[src/rtl/enemy_fire_scheduler.sv]
// Picks the next living enemy to fire after a cooldown, assigns it a free bullet slot,
// and holds a registered request until the bullet unit acknowledges or the shot is cancelled.
module enemy_fire_scheduler #(
  parameter int COOLDOWN   = 1000000,
  parameter int SLOT_COUNT = 3
) (
  input  logic                  clk,
  input  logic                  reset,
  input  logic                  enable,
  input  logic [99:0]           enemy_vivos,
  input  logic [6:0]            n_enemy,
  input  logic [6:0]            seed,
  input  logic [SLOT_COUNT-1:0] slot_free,
  input  logic                  fire_ack,
  output logic                  fire_req,
  output logic [1:0]            fire_slot,
  output logic [6:0]            shooter_id,
  output logic [1:0]            shooter_row,
  output logic [7:0]            shots_fired
);

  typedef enum logic [1:0] {IDLE, SCAN, REQ} state_t;

  localparam logic [19:0] CD = 20'(COOLDOWN);

  state_t      state, state_nx;
  logic [19:0] cnt, cnt_nx;
  logic [6:0]  idx, idx_nx;
  logic [6:0]  probes, probes_nx;
  logic        req_nx;
  logic [1:0]  slot_nx;
  logic [6:0]  id_nx;
  logic [1:0]  row_nx;
  logic [7:0]  shots_nx;

  logic [6:0]  n_eff;
  logic [3:0]  slot_pad;
  logic [1:0]  slot_low;
  logic        probe_alive;
  logic        shooter_alive;

  assign n_eff = (n_enemy > 7'd100) ? 7'd100 : n_enemy;

  // Pad slot_free to four bits so fire_slot can index it for any SLOT_COUNT.
  always_comb begin
    slot_pad = 4'd0;
    slot_low = 2'd0;
    for (int i = 0; i < SLOT_COUNT; i++) slot_pad[i] = slot_free[i];
    for (int i = SLOT_COUNT - 1; i >= 0; i--) begin
      if (slot_free[i]) slot_low = 2'(i);
    end
  end

  assign probe_alive   = (idx < 7'd100) ? enemy_vivos[idx] : 1'b0;
  assign shooter_alive = (shooter_id < 7'd100) ? enemy_vivos[shooter_id] : 1'b0;

  always_comb begin
    state_nx  = state;
    cnt_nx    = cnt;
    idx_nx    = idx;
    probes_nx = probes;
    req_nx    = fire_req;
    slot_nx   = fire_slot;
    id_nx     = shooter_id;
    row_nx    = shooter_row;
    shots_nx  = shots_fired;
    case (state)
      IDLE: begin
        if (enable) begin
          if (cnt != CD) begin
            cnt_nx = cnt + 20'd1;
          end else if (|slot_free && n_eff != 7'd0) begin
            state_nx  = SCAN;
            idx_nx    = (seed < n_eff) ? seed : 7'd0;
            probes_nx = 7'd0;
            slot_nx   = slot_low;
          end
        end
      end
      SCAN: begin
        if (!enable) begin
          state_nx = IDLE;
          cnt_nx   = 20'd0;
        end else if (probe_alive) begin
          state_nx = REQ;
          req_nx   = 1'b1;
          id_nx    = idx;
          row_nx   = (idx < 7'd8) ? 2'd0 : (idx < 7'd16) ? 2'd1 : 2'd2;
        end else if (probes + 7'd1 >= n_eff) begin
          // Every enemy in play was dead: give up and restart the cooldown.
          state_nx = IDLE;
          cnt_nx   = 20'd0;
        end else begin
          idx_nx    = (idx + 7'd1 >= n_eff) ? 7'd0 : idx + 7'd1;
          probes_nx = probes + 7'd1;
        end
      end
      REQ: begin
        if (!enable) begin
          state_nx = IDLE;
          req_nx   = 1'b0;
          cnt_nx   = 20'd0;
        end else if (fire_ack) begin
          state_nx = IDLE;
          req_nx   = 1'b0;
          cnt_nx   = 20'd0;
          shots_nx = shots_fired + 8'd1;
        end else if (!shooter_alive || !slot_pad[fire_slot]) begin
          state_nx = IDLE;
          req_nx   = 1'b0;
          cnt_nx   = 20'd0;
        end
      end
      default: begin
        state_nx = IDLE;
        req_nx   = 1'b0;
        cnt_nx   = 20'd0;
      end
    endcase
  end

  always_ff @(posedge clk) begin
    if (reset) begin
      state       <= IDLE;
      cnt         <= 20'd0;
      idx         <= 7'd0;
      probes      <= 7'd0;
      fire_req    <= 1'b0;
      fire_slot   <= 2'd0;
      shooter_id  <= 7'd0;
      shooter_row <= 2'd0;
      shots_fired <= 8'd0;
    end else begin
      state       <= state_nx;
      cnt         <= cnt_nx;
      idx         <= idx_nx;
      probes      <= probes_nx;
      fire_req    <= req_nx;
      fire_slot   <= slot_nx;
      shooter_id  <= id_nx;
      shooter_row <= row_nx;
      shots_fired <= shots_nx;
    end
  end

endmodule
[config.mk]
export PLATFORM = sky130hd
export DESIGN_NAME = enemy_fire_scheduler
export DESIGN_NICKNAME = d
export VERILOG_FILES = /design/src/rtl/enemy_fire_scheduler.sv
export SDC_FILE = /design/constraint.sdc
export NUM_CORES = 1
export LEC_CHECK = 0
export ABC_CLOCK_PERIOD_IN_PS = 9100
export BUFFER_PORTS_ARGS = -buffer_cell sky130_fd_sc_hd__buf_2
export CORE_ASPECT_RATIO = 0.7
export CORE_MARGIN = 2
export CORE_UTILIZATION = 48
export CTS_CLUSTER_DIAMETER = 50
export DETAILED_ROUTE_END_ITERATION = 16
export PLACE_DENSITY = 0.86
export SLEW_MARGIN = 20
export SYNTH_ARGS = -nofsm -noshare
export SYNTH_HDL_FRONTEND = slang
export SYNTH_SLANG_ARGS = --single-unit
[constraint.sdc]
create_clock -name clk -period 9.1 [get_ports clk]
set_input_delay 1.365 -clock clk [delete_from_list [all_inputs] [get_ports clk]]
set_output_delay 1.365 -clock clk [all_outputs]
set_load 0.1 [all_outputs]
# [Word-level counts from Yosys, hierarchy flattened]
# Index checks and enable logic that the tools add are counted.
[classes] n_addsub=4 n_lt_le_gt_ge=11 eq_ne=15 mux=55 bitwise_logic=2 reduce_logical=15
[ops] cell="two-way mux 20 bit" count=8
[ops] cell="two-way mux 7 bit" count=15
[ops] cell="case mux 20 bit (3 select lines)" count=1
[ops] cell="two-way mux 2 bit" count=14
[ops] cell="case mux 7 bit (2 select lines)" count=2
[ops] cell="adder 20 x 1 -> 20 bit, second input constant" count=1
[ops] cell="!= test 20 bit, second input constant" count=1
[ops] cell="less-than comparator 7 x 8 -> 1 bit, second input constant" count=2
[ops] cell="!= test 2 bit, second input constant" count=8
[ops] cell="adder 7 x 1 -> 7 bit, second input constant" count=2
[ops] cell="binary-select mux 1 bit (select 7 bit)" count=2
[ops] cell=">= comparator 7 bit" count=2
[ops] cell="less-than comparator 7 bit, second input constant" count=2
[ops] cell="two-way mux 1 bit" count=10
[ops] cell="AND reduction 5 bit" count=2
[ops] cell="adder 8 x 1 -> 8 bit, second input constant" count=1
[ops] cell="!= test 4 bit, second input constant" count=2
[ops] cell="AND reduction 4 bit" count=2
[ops] cell="greater-than comparator 7 bit, second input constant" count=1
[ops] cell="less-than comparator 7 x 4 -> 1 bit, second input constant" count=1
[ops] cell="less-than comparator 7 x 5 -> 1 bit, second input constant" count=1
[ops] cell="less-than comparator 7 bit" count=1
[ops] cell="AND reduction 7 bit" count=1
[ops] cell="nonzero test 7 bit" count=1
[ops] cell="15 further kinds" count=19
[totals] reg_bits=56 input_bits=121 output_inout_bits=20 elab_cells=111

# [Longest topological paths before layout]
[depth] ltp_word=9 mapped_depth=13 ltp_nobuf=11

# [Worst setup path before layout]
# No wires, ideal clock.
[synth_path] path_type="in2reg" start="in n_enemy[4]" end="reg cnt[2]" setup_time_ps=122 t_arrival_ps=3989 required_ps=8978 slack_ps=4990 stages=11 path_buffers=0 cell_sequence="o311ai_0 nand2_1 ha_1 nand2_1 o21ai_0 a31oi_1 maj3_1 o21a_1 a211oi_2 a21oi_2 a221o_1"
[synth_via] elab_chain_cells=5
[synth_lines] element="start, declared" line_no="11" text="input logic [6:0] n_enemy,"
[synth_lines] element="greater-than comparator 7 bit" line_no="42" text="assign n_eff = (n_enemy > 7'd100) ? 7'd100 : n_enemy;"
[synth_lines] element="two-way mux 7 bit *" line_no="42"
[synth_lines] element=">= comparator 7 bit *" line_no="89" text="end else if (probes + 7'd1 >= n_eff) begin"
[synth_lines] element="!= test 3 bit (no source line) *"
[synth_lines] element="AND reduction 5 bit (no source line) *"
[synth_lines] element="end signal, assigned" line_no="135" text="cnt <= cnt_nx;"
[synth_lines] element="end, declared" line_no="27" text="logic [19:0] cnt, cnt_nx;"
# Every way passes the cells marked *; elsewhere a longest branch is shown, timed or not.
# A chain may end at the register's enable or synchronous reset.

# [Worst setup path in the final report]
# Same ends and word-level chain as after synthesis.

==> impl_results.md <==
* Data required time of the worst path at 9.29 ns
* Layout area overhead at 16.8%
* Minimum clock period at 4.42 ns
* Fmax achieved at 226 MHz
* Final hold violation count at 0
* Root Buffer: clkbuf_16
* Post-CTS Repair Setup Buffers at 0
* # DRC at 0
* Yosys warns at 0
* Area leader, netlist: dfxtp_1
* Period utilization at 0.486
* Final core utilization at 0.575
* Slew HR at 0.277
* # H-tree levels at 2
* CTS buffer count at 5
* I/O Pins at 141
* Yosys cell types at 73
* First-pass GRT wire length at 25,300 µm
* Max cap viols at 0
* DIE HEIGHT at 90.0 µm
* CP Cell Sequence: buf_2, o311ai_0, nand2_1, ha_1, nand2_1, o21ai_0, a31oi_1, maj3_1, o21a_1, a211oi_2, a21oi_2, a221o_1
* Commonest cells post-synth: dfxtp_1 (56), nor2_1 (54), mux4_2 (41)
* Later-pin clock latency in the skew report at 0.31 ns
* PostCTS Resize Cnt at 0
* Delay of the slowest critical-path stage at 0.57 ns
* CTS tree: yes
* Placer Congestion at 0.907
* Initial antenna violation count at 0
* Slowest cell on crit path: a211oi_2
* Synth async-reset ratio at 0
* Avg WL per Cell at 19.4 µm
* Sink Count at 56
* Synth Area per Inst at 9.08 µm²
* Final Power at 0.539 mW
* Total grt overflow at 0
* Hold Crit Class: reg2reg
* Syn Std Cell Area at 5080 µm²
* Mapped Nets at 702
* Placed cells at 800
* Static Leak at 2.39 nW
* Hold_ws at 0.495 ns
* All-layer global routing usage at 0.270
* Most common cell in the synthesized netlist: dfxtp_1
* Starting density of the core at 0.492
* Share of the synthesized area in the top cell type at 0.221
* HPWL after DPL at 12,200 µm
* Die Footprint at 11,400 µm²
* Port Buffers at 140
* Critical Path Start Type: input port
* Top FF cell, synth: dfxtp_1
* Pwr dens at 90.9 nW/µm²
* Critical Path Fanout Max at 10
* Ant diodes at 0
* Largest net degree at the start of global routing at 51
* Seq cells post-synth at 56
* Endpoints failing setup at 0
* Worst-Margin Slew at 1.09 ns
* Core ar. at 10,300 µm²
* Final setup margin at 4.68 ns
* Setup slack at placement at 4.42 ns
* Maximum clock path buffer count at 2
* Cells after Synth at 559
* Hold buffer count at cts at 0
* Dpl cell area at 5780 µm²
* Arrival time worst endpoint at 4.62 ns
* Max Slew Vio Count at 0
* Nets at 818
* Final std cells w/o fill at 808
* Vias at 5,355
* Cell family with most CP delay: compound AO/OA/AOI/OAI gates
* Clock-pin slew on the worst setup and hold paths at 0.07 ns
* Outcome: finished clean
* Number of global-route vias before repair at 5,218
* Setup Skew at 0.00695 ns
* Crit path kind: in2reg
* IR drop worst, VDD at 0.0744 mV
* Cell mode on critical path: nand2_1
* Pre-antenna DRT Iters at 5
* Setup TNS at 0 ns
* Final Instance Area at 5930 µm²
* Critical path endpoint category: flop
* RSZ-0062 raised after global routing: no
* Synth area leaders: dfxtp_1 (22%), mux4_2 (18%), mux2i_1 (6.9%)
* Die width at 127 µm
* Fraction of the yosys area taken by sequential cells at 0.221
* Vias/cell at 6.63
* Remaining antenna violation count at 0
* EDFF count, synth at 0
* Layout cells sized above 1 at 0.306
* Final wirelength at 15,600 µm
* Initial detailed-routing violation count at 500
* Worst path bufs/invs at 1
* Row cnt at 31
## flip-flops by register name, summed over array words and instances (netlist names)
signal	flops
fire_slot	2
cnt	20
probes	7
shooter_row	2
fire_req	1
state	2
idx	7
shots_fired	8
shooter_id	7
## per-layer routing
metal  share of wire  global-route usage  wire length, µm
met2            0.46               0.432             7250
met1            0.40               0.358             6270
met4           0.028              0.0952              431
met5               0                   0                0
met3            0.11              0.0661             1700
## report_power, final
part / switching, mW / internal [mW] / total [mW] / leakage (nW)
clock: 0.0973 / 0.103 / 0.201 / 0.0742
combinational: 0.0459 / 0.0457 / 0.0916 / 1.87
sequential: 0.00125 / 0.246 / 0.247 / 0.452
total: 0.144 / 0.395 / 0.539 / 2.39
## final cells by class
type | count | area, µm²
fillers | 912 | 4390
multi-input cells | 452 | 3710
flip-flops and latches | 56 | 1120
repair buffers | 143 | 723
well taps | 132 | 165
clock buffers | 5 | 125
inverters | 17 | 63.8
clock inverters | 3 | 22.5
## cell families after synthesis
logic type	Yosys count	share of synthesized area
mux	79	0.258
buf+inv	51	0.0488
xor+xnor	18	0.0311
fa+ha+maj	24	0.0582
flops	56	0.221
compound gates	131	0.185
simple gates	200	0.199
## path summary, 6_finish.rpt
kind | from | slack [ns] | cells after the start | to
setup / recovery | n_enemy[4] | 4.68 | 12 | cnt[2]$_SDFFE_PP0P_
hold / removal | cnt[18]$_SDFFE_PP0P_ | 0.50 | 1 | cnt[18]$_SDFFE_PP0P_
setup reg to reg | shooter_id[0]$_SDFFE_PP0P_ | 5.33 | 8 | cnt[2]$_SDFFE_PP0P_
hold reg to reg | cnt[18]$_SDFFE_PP0P_ | 0.50 | 1 | cnt[18]$_SDFFE_PP0P_
## cells in the final DEF (no fill, tap or decap), drive strengths merged, types with 7 or more instances in the layout
master  count
buf       143
dfxtp      56
nor2       55
mux4       41
nand2      39
mux2i      35
nand3      26
ha         22
a21oi      22
inv        17
o21ai      15
nor3       14
a21o       14
a31oi      10
nor2b      10
nand4       9
xor2        9
xnor2       9
a211oi      9
a22oi       8
nand3b      7
and3        7
o31ai       7
## worst reg2reg max path: stages (launching register included)
cell and delay (ns):
dfxtp_2 0.98, mux4_2 0.62, and3_1 0.22, nor4_1 0.31
o311a_1 0.22, a21oi_1 0.09, a211oi_2 0.54, a21oi_2 0.26
a221o_1 0.41
(Power assumes the default switching activity.)
